**src/rtl/mpi_link_pkg.sv**
```systemverilog
// Shared types and defaults for the MPI link receive slice.
package mpi_link_pkg;

   localparam int unsigned DATA_W_DEF = 64;
   localparam int unsigned DEPTH_DEF  = 4;

   typedef enum logic [1:0] {
      RUN   = 2'd0,
      DRAIN = 2'd1,
      DONE  = 2'd2
   } state_e;

endpackage

```
**src/rtl/mpi_link_rx_if.sv**
```systemverilog
// Link-side and consumer-side handshake bundle for mpi_link_rx.
interface mpi_link_rx_if
   import mpi_link_pkg::*;
#(
   parameter int unsigned DATA_W = DATA_W_DEF
) ();

   logic              link_valid;
   logic [DATA_W-1:0] link_data;
   logic              link_yummy;
   logic              out_valid;
   logic [DATA_W-1:0] out_data;
   logic              out_ready;

   modport master (
      output link_valid, link_data, out_ready,
      input  link_yummy, out_valid, out_data
   );

   modport slave (
      input  link_valid, link_data, out_ready,
      output link_yummy, out_valid, out_data
   );

endinterface

```
**src/rtl/mpi_link_rx_fifo.sv**
```systemverilog
// Receive buffer storage: circular array with wrap-around pointers and occupancy count.
module mpi_link_rx_fifo #(
   parameter int unsigned DEPTH  = 4,
   parameter int unsigned DATA_W = 64
) (
   input  logic                       clk_i,
   input  logic                       rstn_i,
   input  logic                       push_i,
   input  logic                       pop_i,
   input  logic [DATA_W-1:0]          wdata_i,
   output logic [DATA_W-1:0]          rdata_o,
   output logic [$clog2(DEPTH):0]     count_o,
   output logic                       empty_o
);

   localparam int unsigned AW = $clog2(DEPTH);
   localparam int unsigned CW = AW + 1;

   logic [DATA_W-1:0] mem_q [DEPTH];
   logic [AW-1:0]     wptr_q, wptr_d;
   logic [AW-1:0]     rptr_q, rptr_d;
   logic [CW-1:0]     count_q, count_d;
   logic              full, wr_en, rd_en;

   assign full    = (count_q == CW'(DEPTH));
   assign empty_o = (count_q == '0);
   // A push into a full buffer still lands when the head leaves on the same edge.
   assign rd_en   = pop_i && !empty_o;
   assign wr_en   = push_i && (!full || rd_en);
   assign rdata_o = mem_q[rptr_q];
   assign count_o = count_q;

   always_comb begin
      wptr_d  = wptr_q;
      rptr_d  = rptr_q;
      count_d = count_q;
      if (wr_en) wptr_d = wptr_q + AW'(1);
      if (rd_en) rptr_d = rptr_q + AW'(1);
      unique case ({wr_en, rd_en})
         2'b10:   count_d = count_q + CW'(1);
         2'b01:   count_d = count_q - CW'(1);
         default: count_d = count_q;
      endcase
   end

   always_ff @(posedge clk_i or negedge rstn_i) begin
      if (!rstn_i) begin
         wptr_q  <= '0;
         rptr_q  <= '0;
         count_q <= '0;
      end else begin
         wptr_q  <= wptr_d;
         rptr_q  <= rptr_d;
         count_q <= count_d;
      end
   end

   always_ff @(posedge clk_i) begin
      if (wr_en) mem_q[wptr_q] <= wdata_i;
   end

endmodule

```
**src/rtl/mpi_link_rx.sv**
```systemverilog
// Credit-based MPI link receiver: buffers remote beats, returns yummy credits, drains on finalize.
// Optional sticky error flag for overflow/late beats: define MPI_LINK_RX_ERR_EN.
module mpi_link_rx
   import mpi_link_pkg::*;
#(
   parameter int unsigned DEPTH  = DEPTH_DEF,
   parameter int unsigned DATA_W = DATA_W_DEF
) (
   input  logic                   clk_i,
   input  logic                   rstn_i,
   mpi_link_rx_if.slave           link_if,
   input  logic                   finalize_i,
   output logic                   done_o,
   output logic [$clog2(DEPTH):0] count_o,
   output logic                   err_o
);

   localparam int unsigned CW = $clog2(DEPTH) + 1;

   state_e state_q, state_d;
   logic   yummy_q;
   logic   push_req, pop, empty;

   assign push_req = link_if.link_valid && (state_q != DONE);
   assign pop      = !empty && link_if.out_ready;

   mpi_link_rx_fifo #(
      .DEPTH  (DEPTH),
      .DATA_W (DATA_W)
   ) u_fifo (
      .clk_i   (clk_i),
      .rstn_i  (rstn_i),
      .push_i  (push_req),
      .pop_i   (link_if.out_ready),
      .wdata_i (link_if.link_data),
      .rdata_o (link_if.out_data),
      .count_o (count_o),
      .empty_o (empty)
   );

   assign link_if.out_valid  = !empty;
   assign link_if.link_yummy = yummy_q;
   assign done_o             = (state_q == DONE);

   always_comb begin
      state_d = state_q;
      unique case (state_q)
         RUN:     if (finalize_i) state_d = DRAIN;
         DRAIN:   if ((count_o == '0) && !link_if.link_valid) state_d = DONE;
         DONE:    state_d = DONE;
         default: state_d = RUN;
      endcase
   end

   always_ff @(posedge clk_i or negedge rstn_i) begin
      if (!rstn_i) begin
         state_q <= RUN;
         yummy_q <= 1'b0;
      end else begin
         state_q <= state_d;
         yummy_q <= pop;
      end
   end

`ifdef MPI_LINK_RX_ERR_EN
   logic err_q, overflow, late_beat;

   assign overflow  = push_req && (count_o == CW'(DEPTH)) && !pop;
   assign late_beat = link_if.link_valid && (state_q == DONE);

   always_ff @(posedge clk_i or negedge rstn_i) begin
      if (!rstn_i) err_q <= 1'b0;
      else         err_q <= err_q | overflow | late_beat;
   end

   assign err_o = err_q;
`else
   assign err_o = 1'b0;
`endif

endmodule

```
**src/flat_wrapper.sv**
```systemverilog
// flat-port wrapper written by rule: the top's interface ports become plain ports
module mpi_link_rx_flat import mpi_link_pkg::*;
#(
   parameter int unsigned DEPTH  = DEPTH_DEF,
   parameter int unsigned DATA_W = DATA_W_DEF
)
  (clk_i, rstn_i, finalize_i, done_o, count_o, err_o, link_if_link_valid, link_if_link_data, link_if_out_ready, link_if_link_yummy, link_if_out_valid, link_if_out_data);
  mpi_link_rx_if #(.DATA_W(DATA_W)) link_if_i ();
  input  logic clk_i;
  input  logic rstn_i;
  input  logic finalize_i;
  output logic done_o;
  output logic [$clog2(DEPTH):0] count_o;
  output logic err_o;
  input wire logic [$bits(link_if_i.link_valid)-1:0] link_if_link_valid;
  input wire logic [$bits(link_if_i.link_data)-1:0] link_if_link_data;
  input wire logic [$bits(link_if_i.out_ready)-1:0] link_if_out_ready;
  output wire logic [$bits(link_if_i.link_yummy)-1:0] link_if_link_yummy;
  output wire logic [$bits(link_if_i.out_valid)-1:0] link_if_out_valid;
  output wire logic [$bits(link_if_i.out_data)-1:0] link_if_out_data;
  assign link_if_i.link_valid = link_if_link_valid;
  assign link_if_i.link_data = link_if_link_data;
  assign link_if_i.out_ready = link_if_out_ready;
  assign link_if_link_yummy = link_if_i.link_yummy;
  assign link_if_out_valid = link_if_i.out_valid;
  assign link_if_out_data = link_if_i.out_data;
  mpi_link_rx #(.DEPTH(DEPTH), .DATA_W(DATA_W)) u_core (.clk_i(clk_i), .rstn_i(rstn_i), .link_if(link_if_i), .finalize_i(finalize_i), .done_o(done_o), .count_o(count_o), .err_o(err_o));
endmodule
```
**config.mk**
```make
export PLATFORM = sky130hd
export DESIGN_NAME = mpi_link_rx_flat
export DESIGN_NICKNAME = d
export VERILOG_FILES = /design/src/rtl/mpi_link_pkg.sv /design/src/rtl/mpi_link_rx_if.sv /design/src/rtl/mpi_link_rx_fifo.sv /design/src/rtl/mpi_link_rx.sv /design/src/flat_wrapper.sv
export SDC_FILE = /design/constraint.sdc
export NUM_CORES = 1
export LEC_CHECK = 0
export ABC_AREA = 1
export ABC_CLOCK_PERIOD_IN_PS = 4900
export CORE_UTILIZATION = 55
export DETAILED_ROUTE_END_ITERATION = 7
export MAX_ROUTING_LAYER = met4
export PLACE_DENSITY_LB_ADDON = 0.12
export SLEW_MARGIN = 15
export SYNTH_ARGS = -nofsm -noshare
export SYNTH_HDL_FRONTEND = slang
export SYNTH_SLANG_ARGS = --single-unit
```
**constraint.sdc**
```tcl
create_clock -name clk_i -period 4.9 [get_ports clk_i]
set_input_delay 0.98 -clock clk_i [delete_from_list [all_inputs] [get_ports clk_i]]
set_output_delay 0.98 -clock clk_i [all_outputs]
set_load 0.01 [all_outputs]
```
==> Word level (Yosys, flattened, before mapping) <==
Memory sizes are Yosys's and may differ from the RTL's.
Index checks and enable logic that the tools add are counted.
{ "op_classes": {"mux": 6, "addsub": 4, "n_reduce_logical": 12, "n_eq_ne": 8} }
{ "op_table": {"columns": ["cell", "n"], "rows": [
  ["case mux 2 bit (3 select lines)", 1],
  ["case mux 3 bit (2 select lines)", 1],
  ["adder 2 x 1 -> 2 bit, second input constant", 2],
  ["== test 2 x 1 -> 1 bit, second input constant", 2],
  ["== test 2 bit, second input constant", 2],
  ["logical AND 1 bit", 4],
  ["2-to-1 mux 2 bit", 2],
  ["!= test 2 bit, second input constant", 2],
  ["adder 3 x 1 -> 3 bit, second input constant", 1],
  ["== test 3 bit, second input constant", 1],
  ["logical NOT 1 bit", 3],
  ["logical NOT 3 bit", 1],
  ["subtractor 3 x 1 -> 3 bit, second input constant", 1],
  ["logical NOT 2 bit", 1],
  ["2-to-1 mux 1 bit", 2],
  ["!= test 2 x 1 -> 1 bit, second input constant", 1],
  ["AND reduction 2 bit", 1],
  ["nonzero test 2 bit", 1],
  ["logical OR 1 bit", 1]
]} }
{ "totals": {"wordCells": 36, "output_inout_bits": 71, "mem_bits_rw": 256, "n_memories": 1, "regBits": 10, "input_bits": 69} }
{ "memory_table": {"columns": ["memory", "words", "word_bits", "read_ports", "rd_ports_with_merged_regs", "write_ports", "line", "source"], "rows": [
  ["u_core.u_fifo.mem_q", 4, 64, 1, 0, 1, "mpi_link_rx_fifo.sv:19", "logic [DATA_W-1:0] mem_q [DEPTH];"]
]} }

==> Depth between registers and ports, before layout <==
{ "logic_depth": {"depth_word": 7, "mapped_depth": 10} }

==> Modules after synthesis <==
A second synthesis with hierarchy kept.
{ "hier_totals": {"hier_cells": 838, "area_unflattened_um2": 10675.2} }
{ "by_module_without_submodules": {"columns": ["mod", "n_inst", "cells_per_inst", "area_each_um2"], "rows": [
  ["mpi_link_rx_fifo", 1, 810, 10466.3],
  ["mpi_link_rx", 1, 28, 209.0]
]} }

==> Least setup slack after synthesis <==
OpenSTA, ideal clock, no wires.
{ "synth_path": {"kind": "in2reg", "start": "in link_if_out_ready", "end": "mem u_core.u_fifo.mem_q[0][0] (enable)", "setup_ns": 0.487, "t_arrival_ns": 3.985, "n_path_buf": 0, "stages": 4, "path_slack_ns": 0.428, "cell_sequence": "nor2_1 -> nand2_1 -> nand3_1 -> nor2_1"} }
{ "synth_between": {"elab_chain_len": 5} }
{ "synth_lines": {"columns": ["element", "line", "source"], "rows": [
  ["from (decl)", "flat_wrapper.sv:17", "input wire logic [$bits(link_if_i.out_ready)-1:0] link_if_out_ready;"],
  ["logical AND 1 bit", "mpi_link_rx_fifo.sv:28", "assign rd_en = pop_i && !empty_o;"],
  ["logical OR 1 bit", "mpi_link_rx_fifo.sv:29", "assign wr_en = push_i && (!full || rd_en);"],
  ["logical AND 1 bit", "mpi_link_rx_fifo.sv:29", null],
  ["2-to-1 mux 1 bit", "mpi_link_rx_fifo.sv:59", "if (wr_en) mem_q[wptr_q] <= wdata_i;"],
  ["2-to-1 mux 1 bit (not written as such)", "mpi_link_rx_fifo.sv:59", null],
  ["to (decl)", "mpi_link_rx_fifo.sv:19", null]
]} }
No other way between the ends.

==> Final worst setup path <==
{ "layout_path": {"start": "reg u_core.u_fifo.rptr_q[0]", "end": "out link_if_out_data[52]"} }
{ "layout_between": {"elab_chain_len": 1} }
{ "layout_lines": {"columns": ["element", "line", "source"], "rows": [
  ["from (decl)", "mpi_link_rx_fifo.sv:21", "logic [AW-1:0] rptr_q, rptr_d;"],
  ["from (signal assigned)", "mpi_link_rx_fifo.sv:53", "rptr_q <= rptr_d;"],
  ["memory read (4 x 64 bit)", null, null],
  ["to (decl)", "flat_wrapper.sv:20", "output wire logic [$bits(link_if_i.out_data)-1:0] link_if_out_data;"]
]} }
No other way between the ends.

==> summary.md <==
For the pin with the worst max-slew slack, the measured transition is 1.008 ns. The post-route minimum period is 4.111 ns. The leading cell type in the layout, fill and taps excluded was sky130_fd_sc_hd__edfxtp_1.

For this design, the CTS-stage hold fixing added 0 buffers. The mux share of post-synthesis cell area works out to 0. The sequential-to-total area share from yosys stat is 0.7548, and the number of vias per cell after detailed routing is 5.693. The fraction of final layout cells with drive strength greater than 1 is 0.1268. The tools report the cell chosen for the clock root as sky130_fd_sc_hd__clkbuf_16. Counting flops with a built-in enable in the synthesized netlist gives 256. The tools report the net count after synthesis as 774. Relative to the synthesized area, the layout overhead comes to 21.72%. Setup total negative slack on the finished layout was measured at 0 ns. The core footprint is 18710 µm².

TritonCTS built the clock tree. Post-CTS timing repair inserted 0 buffers for setup. Clock-pin slew was measured on the worst setup and hold paths at 0.05 ns.

The run gives 911 as the net total in the final layout. Simple-gate share of the synthesized area: 0.07329. For the final non-filler cell total, the log shows 1088. By area the synthesized netlist is led by sky130_fd_sc_hd__edfxtp_1 73%, sky130_fd_sc_hd__o21ai_0 4.5%, sky130_fd_sc_hd__nor2_1 4.2%. The multi-input gate area in the final layout was 2198 µm²; the arrival time at the worst endpoint was 3.13 ns.

In this run, CTS created clock tree buffers numbering 27. The deepest level of the CTS H-tree is 1, and the DRC violations left is 0. The longest clock path from root to sink contains 3 buffers. The post-synthesis adder-cell area fraction was 0.01142. The worst hold slack came out at 0.5033 ns.

The run finished with clean final reports. Dominant cell type by area after synthesis: sky130_fd_sc_hd__edfxtp_1. The critical path goes through inv_6 -> buf_12 -> o21ai_1 -> o22ai_1 -> clkdlybuf4s50_1. Max-cap violations in this run came to 0. The classification of the worst setup path was reg -> out. Measured along the x axis, the die boundary spans 140.3 µm. The run gives 2 as the number of antenna violations at the first check in global routing. The average instance area after synthesis is 15.11 µm², and the insertion delay to the later sink of the worst-skew pair is 0.51 ns. The xor and xnor fraction of the mapped netlist area is 0.001666, and the via count of the first global-routing pass is 6370. The number of buffer and inverter instances along the worst setup path came out at 3. For this run, the number of Yosys warnings is 0.

The final global-route overflow total is 0, and the final critical-path share of the clock period is 0.8389. By area, the combinational part of the netlist is dominated by compound AO/OA/AOI/OAI gates. Registers take 7943 µm². The worst hold path belongs to the class reg -> reg.

The maximum net fanout on the critical path came out at 70. The total of fill cells in the finished design was 1282. Entering global routing, the biggest net connects 98 pins.

The number of slew-limit violations in the final report is 0, and the initial core utilization is 0.5622. The portion of synthesized cell area occupied by the leading cell type works out to 0.7310. For this design the ratio of total power to cell area is 630.9 nW/µm².

The global-route wire length before repair was 33.06 mm. The run gives 696 as the synthesized instance count. The capturing element of the worst setup path is link_if_out_data[52]. The tools report the clock skew as 0.007485 ns. The worst reg2reg path endpoint was u_core.u_fifo.count_o[1]. For the count of cell types in the netlist, the log shows 27. The die covers 19680 µm².

Async set-or-reset flop fraction in the synthesized netlist: 0.03759. The area fraction in compound gates after synthesis was 0.1195. The dominant synthesized flop cell is sky130_fd_sc_hd__edfxtp_1. The number of logic stages on the critical path including buffering is 5, and the synthesized area is 10520 µm². Summed over all cells, the static leakage comes to 4.257 nW.

After detailed routing, the average wire length per cell comes to 19.46 µm. Global-route usage over all layers: 0.2256. The tools report the register-to-register setup slack as 2.40 ns. Timing would allow up to 243.3 MHz. The library cell contributing the largest single delay on the critical path is sky130_fd_sc_hd__dfrtp_4. The detail route stage leaves a number of antenna-violating nets equal to 0.

The detailed router finished its first iteration with 414 violations. The flop and latch count out of synthesis is 266. Broken down by cell family, the worst path's largest delay share belongs to buffers and inverters.

The launching element of the worst setup path is u_core.u_fifo.rptr_q[0]. Counting every sink on the clock net gives 266. Worst setup slack before clock tree synthesis: 1.315 ns. The worst relative slew slack is 0.3272. The count of buffers added on input and output ports is 138.

The library cells used most frequently in the layout, excluding fill and tap cells, are 256 x sky130_fd_sc_hd__edfxtp_1, 138 x sky130_fd_sc_hd__clkdlybuf4s50_1, 113 x sky130_fd_sc_hd__nor2_1, 94 x sky130_fd_sc_hd__o21ai_0, 35 x sky130_fd_sc_hd__o22ai_1. In this run the core area contains 50 standard-cell rows. For the share of the core filled with cells, the log shows 0.6843.

In the post-route analysis, the smallest setup slack over all paths is 0.7894 ns. Final hold violation count: 0. The tools report the worst ir drop on vdd as 411.4 µV. For the number of vias after detailed routing, the log shows 6194.

STA classifies the critical path startpoint as a register. The final-report setup violation count came out at 0. The worst register-to-register path begins at u_core.state_q[0].

For this design the top-level I/O count stands at 140. Setup repair after global routing left no endpoint under its margin. The vertical die dimension is 140.3 µm. The congestion estimate from routability-driven global placement came to 0.7849.

The first detailed-routing pass ran for 4 iterations. The post-cts gate resize count came out at 0. The logs give 1038 for the total instance count after detailed placement and 21.18 mm for the routed wire length.

The HPWL after detailed placement is 11.81 mm. For the worst setup path, the data required time is 3.92 ns. The worst setup path is captured at an output pin.

Counting cells, the worst reg-to-reg path comes to 8. Delay of the slowest cell on the worst path: 0.64 ns.
## layer usage
layer,GRT usage,vias to the layer above,wire length (µm)
met1,0.2785,3118,8639
met4,0.07114,0,458
met2,0.3797,176,10880
li1,-,2865,-
met5,-,-,0
met3,0.04137,35,1196
## registers in the layout, summed over array words and instances, names as in the netlist
signal	flops
u_core.u_fifo.rptr_q	2
u_core.u_fifo.wptr_q	2
u_core.state_q	2
u_core.u_fifo.mem_q	256
u_core.u_fifo.count_o	3
u_core.link_if.link_yummy	1
## metrics by stage
step / instance area [µm²] / power (mW)
global route: 12800 / 8.494
floorplan: 10520 / 5.010
finish: 12800 / 8.076
CTS: 12790 / 8.148
global placement: 12000 / 6.186
detailed placement: 12000 / 6.276
## cell type report
cell class                 count  area share
tap                          234     0.02287
multi-input combinational    369      0.1717
inverter                      18    0.005767
clock buffer                  41     0.05767
sequential                   266      0.6205
timing repair buffer         151      0.1165
antenna                        2   0.0003910
clock inverter                 7    0.004594
## power by group
group / switching [mW] / total (mW) / leakage, nW / internal, mW
clock: 0.780 / 1.86 / 0.382 / 1.08
combinational: 1.77 / 3.09 / 1.42 / 1.33
sequential: 0.158 / 3.12 / 2.45 / 2.96
## logic make-up after synthesis
family                     Yosys count
and+or+nand+nor                    162
xor gates and xnor gates             2
other                                1
DFF                                266
AOI/OAI and AO/OA                  195
buffers and inverters               61
adders and majority gates            9
## worst min path at each step
| stage | start | to | slack, ns | depth (start not counted) |
|---|---|---|---|---|
| after floorplan | u_core.state_q[1] | u_core.state_q[1] | 0.47 | 2 |
| after global placement | u_core.state_q[1] | u_core.state_q[1] | 0.48 | 2 |
| after detailed placement | u_core.state_q[1] | u_core.state_q[1] | 0.49 | 2 |
| after CTS | u_core.state_q[1] | u_core.state_q[1] | 0.51 | 2 |
| after global routing | u_core.state_q[1] | u_core.state_q[1] | 0.54 | 2 |
| final | u_core.state_q[1] | u_core.state_q[1] | 0.50 | 2 |
## Yosys cell counts, types with 2 or more instances
library cell	number
sky130_fd_sc_hd__nand4_1	2
sky130_fd_sc_hd__dfrtp_1	10
sky130_fd_sc_hd__ha_1	8
sky130_fd_sc_hd__o22ai_1	35
sky130_fd_sc_hd__o21ai_1	31
sky130_fd_sc_hd__buf_2	19
sky130_fd_sc_hd__inv_2	3
sky130_fd_sc_hd__buf_4	6
sky130_fd_sc_hd__nand2_1	18
sky130_fd_sc_hd__buf_12	3
sky130_fd_sc_hd__clkbuf_1	4
sky130_fd_sc_hd__nor2_1	117
sky130_fd_sc_hd__nand3_1	4
sky130_fd_sc_hd__buf_6	10
sky130_fd_sc_hd__o21ai_0	94
sky130_fd_sc_hd__inv_1	15
sky130_fd_sc_hd__o21ai_2	5
sky130_fd_sc_hd__edfxtp_1	256
sky130_fd_sc_hd__nor2_4	20
sky130_fd_sc_hd__o22ai_2	29
## worst register-to-register path, cell delays in order, from the launching register on
cell                      delay, ns
sky130_fd_sc_hd__dfrtp_1       0.37
sky130_fd_sc_hd__inv_1         0.08
sky130_fd_sc_hd__ha_1          0.23
sky130_fd_sc_hd__inv_1         0.10
sky130_fd_sc_hd__nand3_1       0.39
sky130_fd_sc_hd__ha_1          0.38
sky130_fd_sc_hd__inv_1         0.11
sky130_fd_sc_hd__fa_1          0.45
sky130_fd_sc_hd__o21ai_0       0.28
No activity file was read; power rests on OpenSTA's default activity.
